==> config.mk <==
export PLATFORM = sky130hd
export DESIGN_NAME = blkram_stream_fifo_flat
export DESIGN_NICKNAME = d
export VERILOG_FILES = /design/src/rtl/blkram_stream_fifo_if.sv /design/src/rtl/blkram_stream_fifo.sv /design/src/flat_wrapper.sv
export SDC_FILE = /design/constraint.sdc
export NUM_CORES = 1
export LEC_CHECK = 0
export ABC_AREA = 1
export CAP_MARGIN = 20
export CORE_MARGIN = 5
export CORE_UTILIZATION = 35
export CTS_BUF_LIST = sky130_fd_sc_hd__clkbuf_8 sky130_fd_sc_hd__clkbuf_16
export CTS_CLUSTER_DIAMETER = 60
export DETAILED_ROUTE_END_ITERATION = 8
export PLACE_DENSITY_LB_ADDON = 0.1
export SYNTH_ARGS = -nofsm -noshare
export SYNTH_HDL_FRONTEND = slang
export SYNTH_SLANG_ARGS = --single-unit
export TNS_END_PERCENT = 100
==> constraint.sdc <==
create_clock -name clka -period 8.7 [get_ports clka]
set_input_delay 1.74 -clock clka [delete_from_list [all_inputs] [get_ports clka]]
set_output_delay 1.74 -clock clka [all_outputs]
set_load 0.1 [all_outputs]
==> src/rtl/blkram_stream_fifo_if.sv <==
// Producer stream, consumer stream and single-port RAM signals of the block-RAM stream FIFO.
// master = FIFO controller side, slave = producer/consumer/RAM environment side.
interface blkram_stream_fifo_if #(
    parameter int unsigned AddrWidth = 17,
    parameter int unsigned DataWidth = 9
);
    logic [DataWidth-1:0] in_data;
    logic                 in_valid;
    logic                 in_ready;
    logic [DataWidth-1:0] out_data;
    logic                 out_valid;
    logic                 out_ready;
    logic [AddrWidth+1:0] level;
    logic                 ram_en;
    logic                 ram_we;
    logic [AddrWidth-1:0] ram_addr;
    logic [DataWidth-1:0] ram_din;
    logic [DataWidth-1:0] ram_dout;

    modport master (
        input  in_data, in_valid, out_ready, ram_dout,
        output in_ready, out_data, out_valid, level, ram_en, ram_we, ram_addr, ram_din
    );

    modport slave (
        output in_data, in_valid, out_ready, ram_dout,
        input  in_ready, out_data, out_valid, level, ram_en, ram_we, ram_addr, ram_din
    );
endinterface

==> src/rtl/blkram_stream_fifo.sv <==
// Circular-buffer stream FIFO around one single-port block RAM with 1-cycle read latency;
// writes and reads share the port, a 2-entry output buffer hides the read latency.
module blkram_stream_fifo #(
    parameter int unsigned AddrWidth = 17,
    parameter int unsigned DataWidth = 9
) (
    input  logic                 clka,
    input  logic                 reset,
    blkram_stream_fifo_if.master bus
);
    localparam int unsigned Depth = 2 ** AddrWidth;
    localparam int unsigned CntW  = AddrWidth + 1;
    localparam int unsigned LvlW  = AddrWidth + 2;

    logic [AddrWidth-1:0] wr_ptr_q, wr_ptr_d;
    logic [AddrWidth-1:0] rd_ptr_q, rd_ptr_d;
    logic [CntW-1:0]      ram_count_q, ram_count_d;
    logic [DataWidth-1:0] ob0_q, ob0_d;
    logic [DataWidth-1:0] ob1_q, ob1_d;
    logic [1:0]           ob_count_q, ob_count_d;
    logic                 rd_pend_q, rd_pend_d;
    logic                 prio_q, prio_d;
    logic                 out_valid_q, out_valid_d;
    logic [LvlW-1:0]      level_q, level_d;

    logic       pop_c;
    logic [1:0] ob_left_c;
    logic [2:0] credit_c;
    logic       rd_cand_c;
    logic       full_c;
    logic       in_ready_c;
    logic       wr_c;
    logic       rd_c;
    logic       contested_c;

    // Port arbitration; a read is only a candidate when the output buffer has room for its return.
    always_comb begin
        pop_c       = out_valid_q & bus.out_ready;
        ob_left_c   = ob_count_q - 2'(pop_c);
        credit_c    = 3'(ob_left_c) + 3'(rd_pend_q);
        rd_cand_c   = (ram_count_q != '0) && (credit_c < 3'd2);
        full_c      = (ram_count_q == CntW'(Depth));
        in_ready_c  = !reset && !full_c && !(rd_cand_c && prio_q);
        wr_c        = bus.in_valid && in_ready_c;
        rd_c        = rd_cand_c && !wr_c && !reset;
        contested_c = rd_cand_c && bus.in_valid && !full_c;
    end

    // Next-state: pointers, RAM occupancy, output buffer shift/fill, fairness toggle.
    always_comb begin
        wr_ptr_d    = wr_ptr_q;
        rd_ptr_d    = rd_ptr_q;
        ram_count_d = ram_count_q;
        ob0_d       = ob0_q;
        ob1_d       = ob1_q;
        ob_count_d  = ob_left_c;
        rd_pend_d   = rd_c;
        prio_d      = prio_q ^ contested_c;

        if (wr_c) begin
            wr_ptr_d    = wr_ptr_q + AddrWidth'(1);
            ram_count_d = ram_count_q + CntW'(1);
        end else if (rd_c) begin
            rd_ptr_d    = rd_ptr_q + AddrWidth'(1);
            ram_count_d = ram_count_q - CntW'(1);
        end

        if (pop_c) begin
            ob0_d = ob1_q;
        end

        // Returning word lands behind whatever survives this cycle's pop.
        if (rd_pend_q) begin
            if (ob_left_c == 2'd0) begin
                ob0_d = bus.ram_dout;
            end else begin
                ob1_d = bus.ram_dout;
            end
            ob_count_d = ob_left_c + 2'd1;
        end

        out_valid_d = (ob_count_d != 2'd0);
        level_d     = LvlW'(ram_count_d) + LvlW'(rd_pend_d) + LvlW'(ob_count_d);
    end

    always_ff @(posedge clka) begin
        if (reset) begin
            wr_ptr_q    <= '0;
            rd_ptr_q    <= '0;
            ram_count_q <= '0;
            ob0_q       <= '0;
            ob1_q       <= '0;
            ob_count_q  <= '0;
            rd_pend_q   <= 1'b0;
            prio_q      <= 1'b0;
            out_valid_q <= 1'b0;
            level_q     <= '0;
        end else begin
            wr_ptr_q    <= wr_ptr_d;
            rd_ptr_q    <= rd_ptr_d;
            ram_count_q <= ram_count_d;
            ob0_q       <= ob0_d;
            ob1_q       <= ob1_d;
            ob_count_q  <= ob_count_d;
            rd_pend_q   <= rd_pend_d;
            prio_q      <= prio_d;
            out_valid_q <= out_valid_d;
            level_q     <= level_d;
        end
    end

    assign bus.in_ready  = in_ready_c;
    assign bus.out_data  = ob0_q;
    assign bus.out_valid = out_valid_q;
    assign bus.level     = level_q;
    assign bus.ram_en    = wr_c | rd_c;
    assign bus.ram_we    = wr_c;
    assign bus.ram_addr  = wr_c ? wr_ptr_q : rd_ptr_q;
    assign bus.ram_din   = bus.in_data;
endmodule

==> src/flat_wrapper.sv <==
// flat-port wrapper written by rule: the top's interface ports become plain ports
module blkram_stream_fifo_flat 
#(
    parameter int unsigned AddrWidth = 17,
    parameter int unsigned DataWidth = 9
)
  (clka, reset, bus_in_data, bus_in_valid, bus_out_ready, bus_ram_dout, bus_in_ready, bus_out_data, bus_out_valid, bus_level, bus_ram_en, bus_ram_we, bus_ram_addr, bus_ram_din);
  blkram_stream_fifo_if #(.AddrWidth(AddrWidth), .DataWidth(DataWidth)) bus_i ();
  input  logic clka;
  input  logic reset;
  input wire logic [$bits(bus_i.in_data)-1:0] bus_in_data;
  input wire logic [$bits(bus_i.in_valid)-1:0] bus_in_valid;
  input wire logic [$bits(bus_i.out_ready)-1:0] bus_out_ready;
  input wire logic [$bits(bus_i.ram_dout)-1:0] bus_ram_dout;
  output wire logic [$bits(bus_i.in_ready)-1:0] bus_in_ready;
  output wire logic [$bits(bus_i.out_data)-1:0] bus_out_data;
  output wire logic [$bits(bus_i.out_valid)-1:0] bus_out_valid;
  output wire logic [$bits(bus_i.level)-1:0] bus_level;
  output wire logic [$bits(bus_i.ram_en)-1:0] bus_ram_en;
  output wire logic [$bits(bus_i.ram_we)-1:0] bus_ram_we;
  output wire logic [$bits(bus_i.ram_addr)-1:0] bus_ram_addr;
  output wire logic [$bits(bus_i.ram_din)-1:0] bus_ram_din;
  assign bus_i.in_data = bus_in_data;
  assign bus_i.in_valid = bus_in_valid;
  assign bus_i.out_ready = bus_out_ready;
  assign bus_i.ram_dout = bus_ram_dout;
  assign bus_in_ready = bus_i.in_ready;
  assign bus_out_data = bus_i.out_data;
  assign bus_out_valid = bus_i.out_valid;
  assign bus_level = bus_i.level;
  assign bus_ram_en = bus_i.ram_en;
  assign bus_ram_we = bus_i.ram_we;
  assign bus_ram_addr = bus_i.ram_addr;
  assign bus_ram_din = bus_i.ram_din;
  blkram_stream_fifo #(.AddrWidth(AddrWidth), .DataWidth(DataWidth)) u_core (.clka(clka), .reset(reset), .bus(bus_i));
endmodule
Word level (Yosys, flattened, before mapping)
Index checks and enable logic that the tools add are counted.
{"block": "word_totals", "inputBits": 22, "ff_bits": 94, "out_inout_bits": 58, "word_cells": 51}
{"block": "classes", "reduce_logical": 18, "n_mux": 7, "add_sub_neg": 9, "n_eq_ne": 1, "bitwise": 5, "n_lt_le_gt_ge": 1}
{"operator": "$mux 18", "n": 2}
{"operator": "$add 17x1->17 const B", "n": 2}
{"operator": "$mux 9", "n": 3}
{"operator": "$add 18x1->19", "n": 1}
{"operator": "$add 19x2->19", "n": 1}
{"operator": "$add 18x1->18 const B", "n": 1}
{"operator": "$eq 18x18->1 const B", "n": 1}
{"operator": "$reduce_bool 18->1", "n": 1}
{"operator": "$sub 18x1->18 const B", "n": 1}
{"operator": "$mux 17", "n": 1}
{"operator": "$logic_and 1x1->1", "n": 9}
{"operator": "$logic_not 1->1", "n": 4}
{"operator": "$reduce_and 2->1", "n": 2}
{"operator": "$add 2x1->3", "n": 1}
{"operator": "$lt 3x2->1 const B", "n": 1}
{"operator": "$add 2x1->2 const B", "n": 1}
{"operator": "$logic_not 2->1", "n": 1}
{"operator": "$mux 2", "n": 1}
{"operator": "$not 1->1", "n": 2}
{"operator": "$reduce_bool 2->1", "n": 1}
{"operator": "$sub 2x1->2", "n": 1}
{"operator": "$and 1x1->1", "n": 1}
{"operator": "$or 1x1->1", "n": 1}
{"operator": "$xor 1x1->1", "n": 1}

Logic depth before layout (Yosys ltp)
Gate-level depths: netlist of run 1.
{"block": "depth", "word_depth": 16, "mapped_depth": 24, "depth_no_buf": 23}

Worst setup path after synthesis of run 1
No wires, ideal clock.
{"block": "synth_path", "path_type": "input-to-output", "startpoint": "input port bus_out_ready", "endpoint": "output port bus_ram_addr[3]", "path_stages": 11, "arrival_time_ns": 5.818, "required_ns": 6.960, "path_slack_ns": 1.142, "path_buffers": 1, "path_cell_list": "nand2_1 > clkinv_1 > ha_1 > inv_1 > ha_1 > nor2_1 > nand3_2 > nand2_1 > nor2_4 > buf_2 > o21ai_0"}
{"block": "synth_via", "elab_chain_cells": 10}
{"element": "start: declaration", "line": "flat_wrapper.sv:13", "rtl": "input wire logic [$bits(bus_i.out_ready)-1:0] bus_out_ready;"}
{"element": "$and 1x1->1", "line": "blkram_stream_fifo.sv:38", "rtl": "pop_c = out_valid_q & bus.out_ready;"}
{"element": "$sub 2x1->2", "line": "blkram_stream_fifo.sv:39", "rtl": "ob_left_c = ob_count_q - 2'(pop_c);"}
{"element": "$add 2x1->3", "line": "blkram_stream_fifo.sv:40", "rtl": "credit_c = 3'(ob_left_c) + 3'(rd_pend_q);"}
{"element": "$lt 3x2->1", "line": "blkram_stream_fifo.sv:41", "rtl": "rd_cand_c = (ram_count_q != '0) && (credit_c < 3'd2);"}
{"element": "$logic_and 1x1->1", "line": "blkram_stream_fifo.sv:41"}
{"element": "$logic_and 1x1->1", "line": "blkram_stream_fifo.sv:43", "rtl": "in_ready_c = !reset && !full_c && !(rd_cand_c && prio_q);"}
{"element": "$logic_not 1->1", "line": "blkram_stream_fifo.sv:43"}
{"element": "$logic_and 1x1->1", "line": "blkram_stream_fifo.sv:43"}
{"element": "$logic_and 1x1->1", "line": "blkram_stream_fifo.sv:44", "rtl": "wr_c = bus.in_valid && in_ready_c;"}
{"element": "via bus_ram_we", "line": "flat_wrapper.sv:20", "rtl": "output wire logic [$bits(bus_i.ram_we)-1:0] bus_ram_we;"}
{"element": "$mux 17", "line": "blkram_stream_fifo.sv:118", "rtl": "assign bus.ram_addr = wr_c ? wr_ptr_q : rd_ptr_q;"}
{"element": "end: declaration", "line": "flat_wrapper.sv:21", "rtl": "output wire logic [$bits(bus_i.ram_addr)-1:0] bus_ram_addr;"}
The timed path passes the listed nets, and every way through them passes these cells.

Worst setup path after layout of run 1
{"block": "layout_path", "startpoint": "input port bus_out_ready", "endpoint": "output port bus_ram_addr[5]"}
{"block": "layout_via", "elab_chain_cells": 10}
{"element": "$and 1x1->1", "line": "blkram_stream_fifo.sv:38"}
{"element": "$sub 2x1->2", "line": "blkram_stream_fifo.sv:39"}
{"element": "$add 2x1->3", "line": "blkram_stream_fifo.sv:40"}
{"element": "$lt 3x2->1", "line": "blkram_stream_fifo.sv:41"}
{"element": "$logic_and 1x1->1", "line": "blkram_stream_fifo.sv:41"}
{"element": "$logic_and 1x1->1", "line": "blkram_stream_fifo.sv:43"}
{"element": "$logic_not 1->1", "line": "blkram_stream_fifo.sv:43"}
{"element": "$logic_and 1x1->1", "line": "blkram_stream_fifo.sv:43"}
{"element": "$logic_and 1x1->1", "line": "blkram_stream_fifo.sv:44"}
{"element": "$mux 17", "line": "blkram_stream_fifo.sv:118"}
No other way between the ends.

==> results of run 1 <==
-- registers in the layout (all words and copies together), names as in the netlist --
register,cells
u_core.rd_pend_q,1
u_core.ob1_q,9
u_core.rd_ptr_q,17
u_core.bus.level,19
u_core.bus.out_data,9
u_core.ob_count_q,2
u_core.wr_ptr_q,17
u_core.prio_q,1
u_core.ram_count_q,18
u_core.bus.out_valid,1
-- synthesized netlist by cell type, drive strengths merged (2+ instances only) --
cell,instances
nor3,33
clkinv,3
inv,107
xor2,25
o21ai,71
dfxtp,94
clkbuf,13
o31ai,3
ha,8
buf,24
fa,2
nand3,48
nand4,19
o21a,4
nand2,194
o211ai,11
a21oi,38
nand3b,2
nor4,4
nor2,108
-- stage by stage --
step / setup slack (ps) / power (mW) / hold WS (ps) / instance area (µm²) / utilization
after floorplan: 1140 / 1.80 / 439 / 5530 / -
after global placement: 1520 / 2.10 / 453 / 6180 / 0.393
after detailed placement: 1380 / 2.10 / 461 / 6180 / 0.393
after CTS: 1370 / 2.52 / 469 / 6480 / 0.412
after global routing: 1160 / 2.68 / 510 / 6480 / 0.412
final: 1410 / 2.49 / 465 / 6480 / 0.412
-- cells by family (layout without fill, tap and decap cells) --
kind of cell             Yosys count  in the layout
buffers and inverters            147            190
XOR/XNOR                          26             26
flip-flops                        94             94
adder cells (fa/ha/maj)           10             10
AND/OR/NAND/NOR                  410            410
AO/OA/AOI/OAI                    128            128
-- worst paths after layout --
check / to / cells past startpoint
worst max-delay path: bus_ram_addr[5] / 12
worst min-delay path: u_core.rd_ptr_q[16] / 2
worst max register to register: u_core.bus.level[16] / 22
worst min register to register: u_core.rd_ptr_q[16] / 2
-- worst max-delay path, stage by stage --
cell	delay (ps)
clkdlybuf4s50_1	410
nand2_1	270
clkinv_1	370
ha_1	410
inv_1	50
ha_1	170
nor2_1	260
nand3_2	150
nand3_4	340
nand2_1	100
o21ai_0	100
clkdlybuf4s50_1	1170
-- where the power goes --
part	switching, mW	leakage [nW]	internal (mW)	total (mW)
combinational	1.06	1.84	0.383	1.45
sequential	0.0970	0.769	0.541	0.638
clock	0.178	0.148	0.230	0.408
total	1.34	2.75	1.15	2.49
-- area by class of cell --
class	count	area [µm²]
Fill cell	1647	9240
Multi-Input combinational cell	574	3020
Clock inverter	6	61.3
Inverter	110	413
Timing Repair Buffer	64	596
Sequential cell	94	1880
Tap cell	216	270
Clock buffer	10	239
-- metal layers --
metal	vias to the layer above	GRT usage
met2	79	0.273
met4	0	0.0795
met3	22	0.0253
li1	2693	-
met5	-	0
met1	2351	0.206
==> results.md, run 1 <==
- The number of antenna violations at the first check in global routing was 0.
- The starting density of the core is 0.352.
- The critical path is of the input pin to output port type.
- The sequential share of the synthesized area is 0.340.
- The cell area that synthesis handed to floorplanning was 5530 µm².
- The flow ran to the end, and the final reports show no timing, DRC or antenna violations.
- The number of nets in the synthesized netlist is 847.
- The synthesized-area fraction occupied by ao, oa, aoi and oai cells is 0.131.
- The wire length of the first global-routing pass is around 24000 µm.
- The HPWL after detailed placement is 10800 µm.
- The transition time of the tightest slew-check pin is between 1000 and 1500 ps.
- The full die area is 18400 µm².
- After synthesis, the cell types taking the most area are dfxtp_1 34%, nand2_1 13%, inv_1 7.1%.
- The timing startpoint of the critical path is bus_out_ready.
- The region available for standard cell placement spans around 16000 µm².
- The final weighted congestion in routability-driven placement is 0.897.
- The number of buffers inserted during clock tree synthesis is 9.
- The met2 wire length is ~7000 µm.
- The count of nets left with antenna violations once routing finished came out at 0.
- The tool flagged a number of max-cap violations equal to 0.
- Including well taps, the total number of placed cells is 1058.
- The share of final-layout standard cells stronger than drive strength 1 is 0.0851.
- The worst path required time is 6960 ps.
- The final standard cell count with taps included and fillers excluded is 1074.
- Entering global routing, the biggest net connects 60 pins.
- During I/O placement, the number of pins put on the boundary was 80.
- The routed design uses 487 µm of met3 wire.
- The number of buffers inserted by hold repair at cts is 0.
- The number of clock sinks is 94.
- For this run, the leading register cell type out of synthesis is dfxtp_1.
- Dividing the detail-routed wire length by the instance count gives 13.7 µm.
- The placement row count is 46.
- In the routed design, unresolved DRC markers number 0.
- The final worst-path cycle share is 0.838.
- The hold violation total from the final report is 0.
- For this run the aggregate overflow at the end of global routing stands at 0.
- The adder-cell area share of the yosys netlist is 0.0253.
- The uppermost layer routed is met4.
- For the worst-skew pair, the clock arrives at the later sink with an insertion delay of between 300 and 400 ps.
- The cell count after synthesis came out at 815.
- The synthesized design spends more area on one cell type than any other, namely dfxtp_1.
- The synthesized-area fraction occupied by and/or/nand/nor cells is 0.348.
- The arrival time at the worst endpoint is 5550 ps.
- In this run the most critical hold path is launched from u_core.rd_ptr_q[16].
- The wire length after detailed routing is 14700 µm.
- The count of port buffers added during placement is 61.
- The yosys synthesis warning count is 0.
- In this run, synthesis inferred 0 flip-flops with an integrated enable.
- The clock transition at the register clock pins on the worst setup and hold paths after CTS is 70 ps.
- The nature of the critical path startpoint is an input pin.
- The detailed-route via count is 5145.
- The buffer cell driving the clock tree root is clkbuf_16.
- In the layout the commonest cells are 187 x nand2_1, 106 x inv_1, 94 x dfxtp_1, 93 x nor2_1, 60 x o21ai_0.
- Setup repair after global routing left no endpoint under its margin.
- The endpoint type of the worst setup path is an output port.
- Setup violations remaining at the end of the flow were counted as 0.
- For flop-to-flop paths, the worst setup slack is between 3000 and 4000 ps.
- Timing would allow up to 137 MHz.
- For this design the static power due to leakage is about 2.8 nW.
- The die width is 136 µm.
- The floorplan die height is 136 µm.
- The count of final max-slew check failures is 0.
- The final layout contains 885 nets.
- The H-tree depth is 3.
- The number of distinct standard cells referenced by the synthesized netlist is 41.
- The portion of synthesized area spent on multiplexers is 0.
- The number of iterations in the first detailed-routing pass is 5.
- The post-synthesis async set-or-reset flop share is 0.
- The number of gates resized after CTS is 0.
- The startpoint of the worst-slack reg-to-reg timing path is u_core.bus.out_valid.
- The antenna diode instance count is 0.
- After clock tree synthesis, the setup repair step added 0 buffers.
- The mean number of vias per cell is 4.79.
- The combinational family with the most area after synthesis is simple AND/OR/NAND/NOR gates.
- The area share of the largest cell type after synthesis is 0.340.
- In this run the deepest clock path goes through 2 buffers.
- The number of design-rule violations left by the first detailed-router iteration is 247.
- The number of global-route vias before repair is slightly above 5k.
- The post-synthesis register bit count is 94.
- The overall global routing resource usage is 0.163.
- The TritonCTS clock tree is done.
- The setup TNS is 0 ps.
- Each instance of the synthesized netlist takes up on average a little under 7 µm².
- The setup clock skew after layout is 7.40 ps.
- The largest driver fanout on the critical path is 39.
- Of the total synthesized cell area, the portion taken by XOR and XNOR cells is 0.0412.
- The class of the most critical hold timing path is flop to flop.
- The maximum ir drop on the vdd rail is 0.186 mV.
- In this run the power density over the cells is 385 nW/µm².
- Subtracting the final worst setup slack from the clock period gives 7290 ps.
- The library cell used most frequently in the layout, excluding fill and tap cells, is nand2_1.
- The detailed-routing wirelength on met1 is 6830 µm.
- The worst slew margin relative to its limit is 0.321.
- Relative to the synthesized area, the layout overhead comes to 17.2%.
Power figures use the tool's default switching activity.
==> run 2, diff against run 1 <==
Clock period 8.7 ns to 6.9 ns, I/O delays scaled along.
==> run 2 against run 1 <==
Flip-flop and latch count stayed put. Register-to-register slack worse by 1300 ps. Sequential share of layout area is 0.051 points higher. Combinational power is 28% higher. Via count is 2.2% higher. Highest routed layer unchanged.
==> results.md, run 2 (synthesis results as in run 1) <==
- The run finished with clean final reports.
- The overall global routing resource usage is 0.173.
- Buffers added to address setup during post-CTS repair amount to 0.
- The clock tree synthesis step divided the H-tree into 3 levels.
- The worst path required time is 5520 ps.
- In this run the most critical hold path is launched from u_core.wr_ptr_q[16].
- The startpoint of the worst-slack reg-to-reg timing path is u_core.bus.out_valid.
- The die covers around 18000 µm².
- The critical path is of the input pin to output port type.
- Timing analysis after detailed placement gives a worst setup slack of 918 ps.
- The mean number of vias per cell is approximately 4.9.
- The count of port buffers added during placement is 61.
- The clock latency reported for the late side of the worst-skew pair is 350 ps.
- After global routing the overflow that remains totals 0.
- The number of iterations in the first detailed-routing pass is 5.
- The cell depth of the worst min-delay path is 2.
- Once detailed placement completed, the half-perimeter wirelength came to 11500 µm.
- The design area is 6470 µm².
- The hold violation total from the final report is 0.
- Power spread over the standard cell area amounts to just under 500 nW/µm².
- Once placement finished, the instance area stood at 6170 µm².
- The count of final max-slew check failures came to 0.
- The longest clock path from root to sink contains 2 buffers.
- Counting cells, the worst reg-to-reg path comes to 21.
- The floorplan step defined a core boundary enclosing 15700 µm².
- The detail-routed net length per standard cell is 14.3 µm.
- In this run the tightest slew margin relative to its limit is 0.347.
- The max-cap check violation count is 0.
- The buffer cell driving the clock tree root is clkbuf_16.
- In the finished design, the share of the clock period the worst path needs comes to 0.861.
- The number of placed I/O pins is 80.
- Post-CTS repair changed the size of 0 cells.
- Wires add up to 15400 µm.
- Detailed routing inserted a total of 5257 vias.
- After detailed routing, the number of remaining DRC violations is 0.
- The placement row count is 46.
- The final critical path time including I/O delays and setup is 5940 ps.
- Hold repair after CTS inserted 0 buffers.
- Setup violations remaining at the end of the flow were counted as 0.
- Between clock sinks in the finished design, the worst skew comes to 9.84 ps.
- The worst register-to-register path ends at u_core.bus.level[16].
- The final weighted congestion in routability-driven placement is ~0.90.
- STA puts the critical path data arrival time at 4560 ps.
- The worst-case setup margin in the final layout is 957 ps.
- The die is ~140 µm tall.
- In the final layout, the share of cells above drive strength 1 is 0.0956.
- The total number of nets in the final design is about 890.
- The clock transition at the register clock pins on the worst setup and hold paths after CTS is 60 ps.
- The worst-case hold path end point is u_core.wr_ptr_q[16].
- Along the worst path, the maximum fanout reaches 28.
- The final antenna-violating net count is 0.
- The number of buffers inserted during clock tree synthesis is 9.
- Relative to the synthesized area, the layout overhead comes to 16.9%.
- The analysis attributes to cell leakage a power of 2.76 nW.
- IR analysis of the VDD net gives a maximum drop of 0.177 mV.
- Setup repair after global routing left no endpoint under its margin.
- The die width is 136 µm.
- The number of clock sinks is between 90 and 100.
- The initial utilization of the core area, before any placement, comes to 0.352.
- Entering global routing, the biggest net connects 60 pins.
- The number of global-route vias before repair was between 5k and 6k.
- The upper clock frequency limit is between 150 and 200 MHz.
- The worst setup path is launched from an input pin.
- The number of antenna violations at the first check in global routing is 0.
- The most common library cell in the layout ignoring fill and taps is nand2_1.
- The endpoint type of the worst setup path is an output port.
- At the pin with the least slew margin, the transition time is 976 ps.
- The TritonCTS clock tree is done.
- The setup check on the worst reg-to-reg path leaves a slack of 2380 ps.
- The first global-routing pass estimated ~26000 µm of wire.
- For this block, the initial DRC count from the detailed router was 324.
- The flip-flop count of the largest register, all copies and words added is 19.
- The antenna diode instance count is 0.
- The class of the most critical hold timing path is flop to flop.
- The top cell types in the final layout, fill and taps aside, are 187 x nand2_1, 104 x inv_1, 94 x dfxtp_1, 93 x nor2_1, 60 x o21ai_0.
- For the final routed database, the setup TNS stands at 0 ps.
run 2: changes by cell type in the layout (fill, tap and decap cells not counted), sizes merged:
cell,delta
clkinv,+3
clkinvlp,-1
clkdlybuf4s50,-7
buf,+8
inv,-3
run 2: power by group:
group          internal (mW)  leakage, nW  switching (mW)
logic                  0.486         1.85            1.36
registers              0.683        0.769           0.126
clock network          0.289        0.145           0.215
total                   1.46         2.76            1.70
run 2: through the flow:
stage           util  hold WS (ps)  instances  power [mW]
5_1_grt        0.412           521       1074        3.41
4_1_cts        0.412           493       1074        3.19
3_5_place_dp   0.392           480       1059        2.67
2_1_floorplan      -           439        815        2.27
3_3_place_gp   0.392           467       1059        2.66
6_report       0.412           481       1074        3.16
run 2: worst max-delay path: stages:
cell and delay, ps:
clkdlybuf4s50_1 400, nand2_1 260, clkinv_1 360, ha_1 410, inv_1 50, ha_1 160, nor2_1 250, nand3_2 150
nand3_4 300, buf_4 330, nand2_1 70, o21ai_0 90, buf_4 320
run 2: area by class of cell:
cell class | instances | area (µm²)
Multi-Input combinational cell | 574 | 3020
Tap cell | 216 | 270
Fill cell | 1700 | 9250
Clock buffer | 10 | 239
Sequential cell | 94 | 1880
Timing Repair Buffer | 65 | 586
Inverter | 110 | 413
Clock inverter | 5 | 60.1
run 2: per-layer routing:
metal  wire length [µm]  share of wire  global-route usage  vias up
met5                  0              0                   0        -
met4                259          0.017              0.0487        0
met3                483          0.031              0.0301       18
met2               7570           0.49               0.293       93
met1               7060           0.46               0.226     2459
li1                   -              -                   -     2687
run 2: worst max path at each step:
stage,startpoint,to,slack (ps),depth (start not counted)
6_report,bus_out_ready,bus_ram_addr[7],960,13
5_1_grt,bus_out_ready,bus_ram_addr[12],680,13
4_1_cts,bus_out_ready,bus_ram_addr[8],940,13
3_5_place_dp,bus_out_ready,u_core.bus.level[16],920,22
3_3_place_gp,bus_out_ready,u_core.bus.level[16],1050,22
2_1_floorplan,bus_out_ready,bus_ram_addr[3],60,11
==> run 3, diff against run 2 <==
Settings changed: CORE_UTILIZATION 35 to 44.
==> run 3 against run 2 <==
Count of clock-buffer cells in the layout decreased by 1. Setup slack worse by 18 ps. Die area shrank 19%. Critical endpoint is now bus_in_ready. Largest cell class unchanged.
==> results.md, run 3 (synthesis results as in run 1) <==
- The number of buffers inserted by hold repair at cts is 0.
- The critical path goes through clkdlybuf4s50_1 > nand2_1 > clkinv_1 > ha_1 > inv_1 > ha_1 > nor2_1 > nand3_2 > nand2_1 > inv_1 > clkdlybuf4s50_1.
- The family of cells with the greatest summed delay on the critical path is buffers and inverters.
- The library cells used most frequently in the layout, excluding fill and tap cells, are 187 x nand2_1, 108 x inv_1, 94 x dfxtp_1, 93 x nor2_1, 60 x o21ai_0.
- The placement row count is between 40 and 50.
- The clock passes through at most 2 buffers.
- Once the clock tree was built, the setup fixing pass inserted 0 buffers.
- The core footprint is 12500 µm².
- The number of buffers and inverters on the critical path is 5.
- The clock transition at the register clock pins on the worst setup and hold paths after CTS is 60 ps.
- CTS saw 94 sinks.
- The setup TNS is 0 ps.
- The number of antenna violations at the first check in global routing was 0.
- In this run the critical register-to-register path is captured at u_core.bus.level[16].
- The setup path with the least slack is of type input pin to output port.
- Dividing the detail-routed via count by the number of cells gives 5.05.
- The largest net degree at the start of global routing is 60.
- The die covers 14900 µm².
- The total half-perimeter wirelength after legalization and detailed placement is 10500 µm.
- The largest driver fanout on the critical path is 10.
- The starting density of the core is 0.444.
- The worst slew margin relative to its limit is 0.342.
- The number of buffers inserted during clock tree synthesis is 9.
- The startpoint of the worst-slack reg-to-reg timing path is u_core.bus.out_valid.
- Summing internal, switching and leakage power gives 3.06 mW.
- The register with the most flip-flops in the layout has 19 of them.
- For this run, the top clock speed supported by timing is about 170 MHz.
- The filler cells instantiated in the layout total about 1.3k.
- The count of final max-slew check failures is 0.
- The number of global-route vias before repair is between 5k and 6k.
- The detail-routed net length per standard cell is 13.7 µm.
- The finished cells cover 6360 µm².
- During placement, the flow inserted port buffers numbering 61.
- VDD sags by at most 0.244 mV.
- For this block, the via count after detailed routing is 5191.
- Summed over all cells, the static leakage comes to approximately 2.8 nW.
- The flow ran to the end, and the final reports show no timing, DRC or antenna violations.
- The library cell used most frequently in the layout, excluding fill and tap cells, is nand2_1.
- In the final layout, flip-flops and latches occupy around 1900 µm².
- The post-placement worst setup slack is 888 ps.
- The share of final-layout standard cells stronger than drive strength 1 is 0.0876.
- At the pin with the least slew margin, the transition time is ~980 ps.
- For this block, the initial DRC count from the detailed router was 298.
- Setup repair after global routing left no endpoint under its margin.
- Counting cells, the worst reg-to-reg path comes to 21.
- Before antenna repair, the detailed router went through 5 iterations.
- The area occupied by multi-input gates is between 3000 and 4000 µm².
- In this run, post-CTS repair resized a total of 0 instances.
- TritonCTS built the clock tree.
- On the final layout, the worst hold slack is 471 ps.
- 80 I/O pins were placed.
- The final antenna-violating net count is 0.
- The capturing instance or port of the critical path is bus_in_ready.
- The placed cell area is 6110 µm².
- The final critical path time including I/O delays and setup is 5960 ps.
- Setup violations remaining at the end of the flow were counted as 0.
- The total number of nets in the final design is 885.
- The hold violation total from the final report is 0.
- On the final layout, the worst clock skew is 5.02 ps.
- The antenna diode instance count is 0.
- For this design the ratio of total power to cell area is 481 nW/µm².
- The area growth from synthesis to layout is 15.0%.
- The worst hold path belongs to the class flop to flop.
- The cell with the biggest individual delay on the critical path is clkdlybuf4s50_1.
- The most critical setup path has its startpoint at bus_out_ready.
- In this run the number of cells on the critical path is 11.
- The maximum cell stage delay along the critical path is 960 ps.
- The clock latency reported for the late side of the worst-skew pair is 340 ps.
- For flop-to-flop paths, the worst setup slack is 2370 ps.
- Across the run, the number of max-cap violations was 0.
- The floorplan die height is 122 µm.
- CTS placed an instance of clkbuf_16 at the clock tree root.
- The first global-routing pass estimated 23900 µm of wire.
- Dividing the final minimum period by the clock period gives 0.864.
- The final weighted congestion in routability-driven placement is between 0.8 and 0.9.
- The total congestion overflow is 0.
- The die width is between 100 and 150 µm.
- The worst setup path is launched from an input pin.
- The wire length after detailed routing is ~14000 µm.
- At the worst endpoint, the arrival time is 4580 ps.
- The worst path required time is 5520 ps.
- The H-tree depth is 3.
- Across every metal layer, demand over resource in global routing totals 0.200.
- For this run, design rule violations remaining after detail routing come to 0.
- Setup slack closes at 938 ps.
- STA classifies the critical path endpoint as an output port.
[run 3: cell count changes in the layout (fill, tap and decap cells not counted)]
cell | previous run | this run
buf_4 | 24 | 22
clkdlybuf4s50_1 | 40 | 41
clkinvlp_4 | 1 | 0
clkinv_2 | 1 | 0
bufinv_16 | 1 | 0
clkbuf_8 | 1 | 0
clkinv_4 | 2 | 1
inv_1 | 104 | 108
[run 3: how the worst min path moves through the flow]
stage,start,to,cells past startpoint
2_1_floorplan,u_core.rd_ptr_q[16],u_core.rd_ptr_q[16],2
3_3_place_gp,u_core.rd_ptr_q[16],u_core.rd_ptr_q[16],2
3_5_place_dp,u_core.wr_ptr_q[16],u_core.wr_ptr_q[16],2
4_1_cts,u_core.wr_ptr_q[16],u_core.wr_ptr_q[16],2
5_1_grt,u_core.rd_ptr_q[16],u_core.rd_ptr_q[16],2
6_report,u_core.wr_ptr_q[16],u_core.wr_ptr_q[16],2
[run 3: routing by layer]
| layer | wire, µm | GRT usage | vias up | share of wire |
|---|---|---|---|---|
| li1 | - | - | 2692 | - |
| met1 | 6210 | 0.245 | 2340 | 0.44 |
| met2 | 6650 | 0.327 | 120 | 0.47 |
| met3 | 579 | 0.0344 | 39 | 0.041 |
| met4 | 604 | 0.122 | 0 | 0.043 |
| met5 | 0 | 0 | - | 0 |
[run 3: worst min-delay path, stage by stage (launching register included)]
cell     delay (ps)
dfxtp_1         290
inv_1            70
a21oi_1          60
[run 3: layout make-up]
| cell class | instances | share of cell area |
|---|---|---|
| inverter | 110 | 0.0650 |
| clock inverter | 5 | 0.00374 |
| timing repair buffer | 64 | 0.0913 |
| sequential | 94 | 0.296 |
| multi-input combinational | 574 | 0.475 |
| tap | 172 | 0.0339 |
| clock buffer | 9 | 0.0354 |
[run 3: where the power goes]
group	internal, mW	switching (mW)	total (mW)
Combinational	0.484	1.33	1.82
Sequential	0.683	0.124	0.807
Clock	0.236	0.200	0.436
Total	1.40	1.66	3.06
[run 3: stage by stage]
stage           util  cells
2_1_floorplan      -    815
3_3_place_gp   0.490   1014
3_5_place_dp   0.490   1014
4_1_cts        0.510   1028
5_1_grt        0.510   1028
6_report       0.510   1028
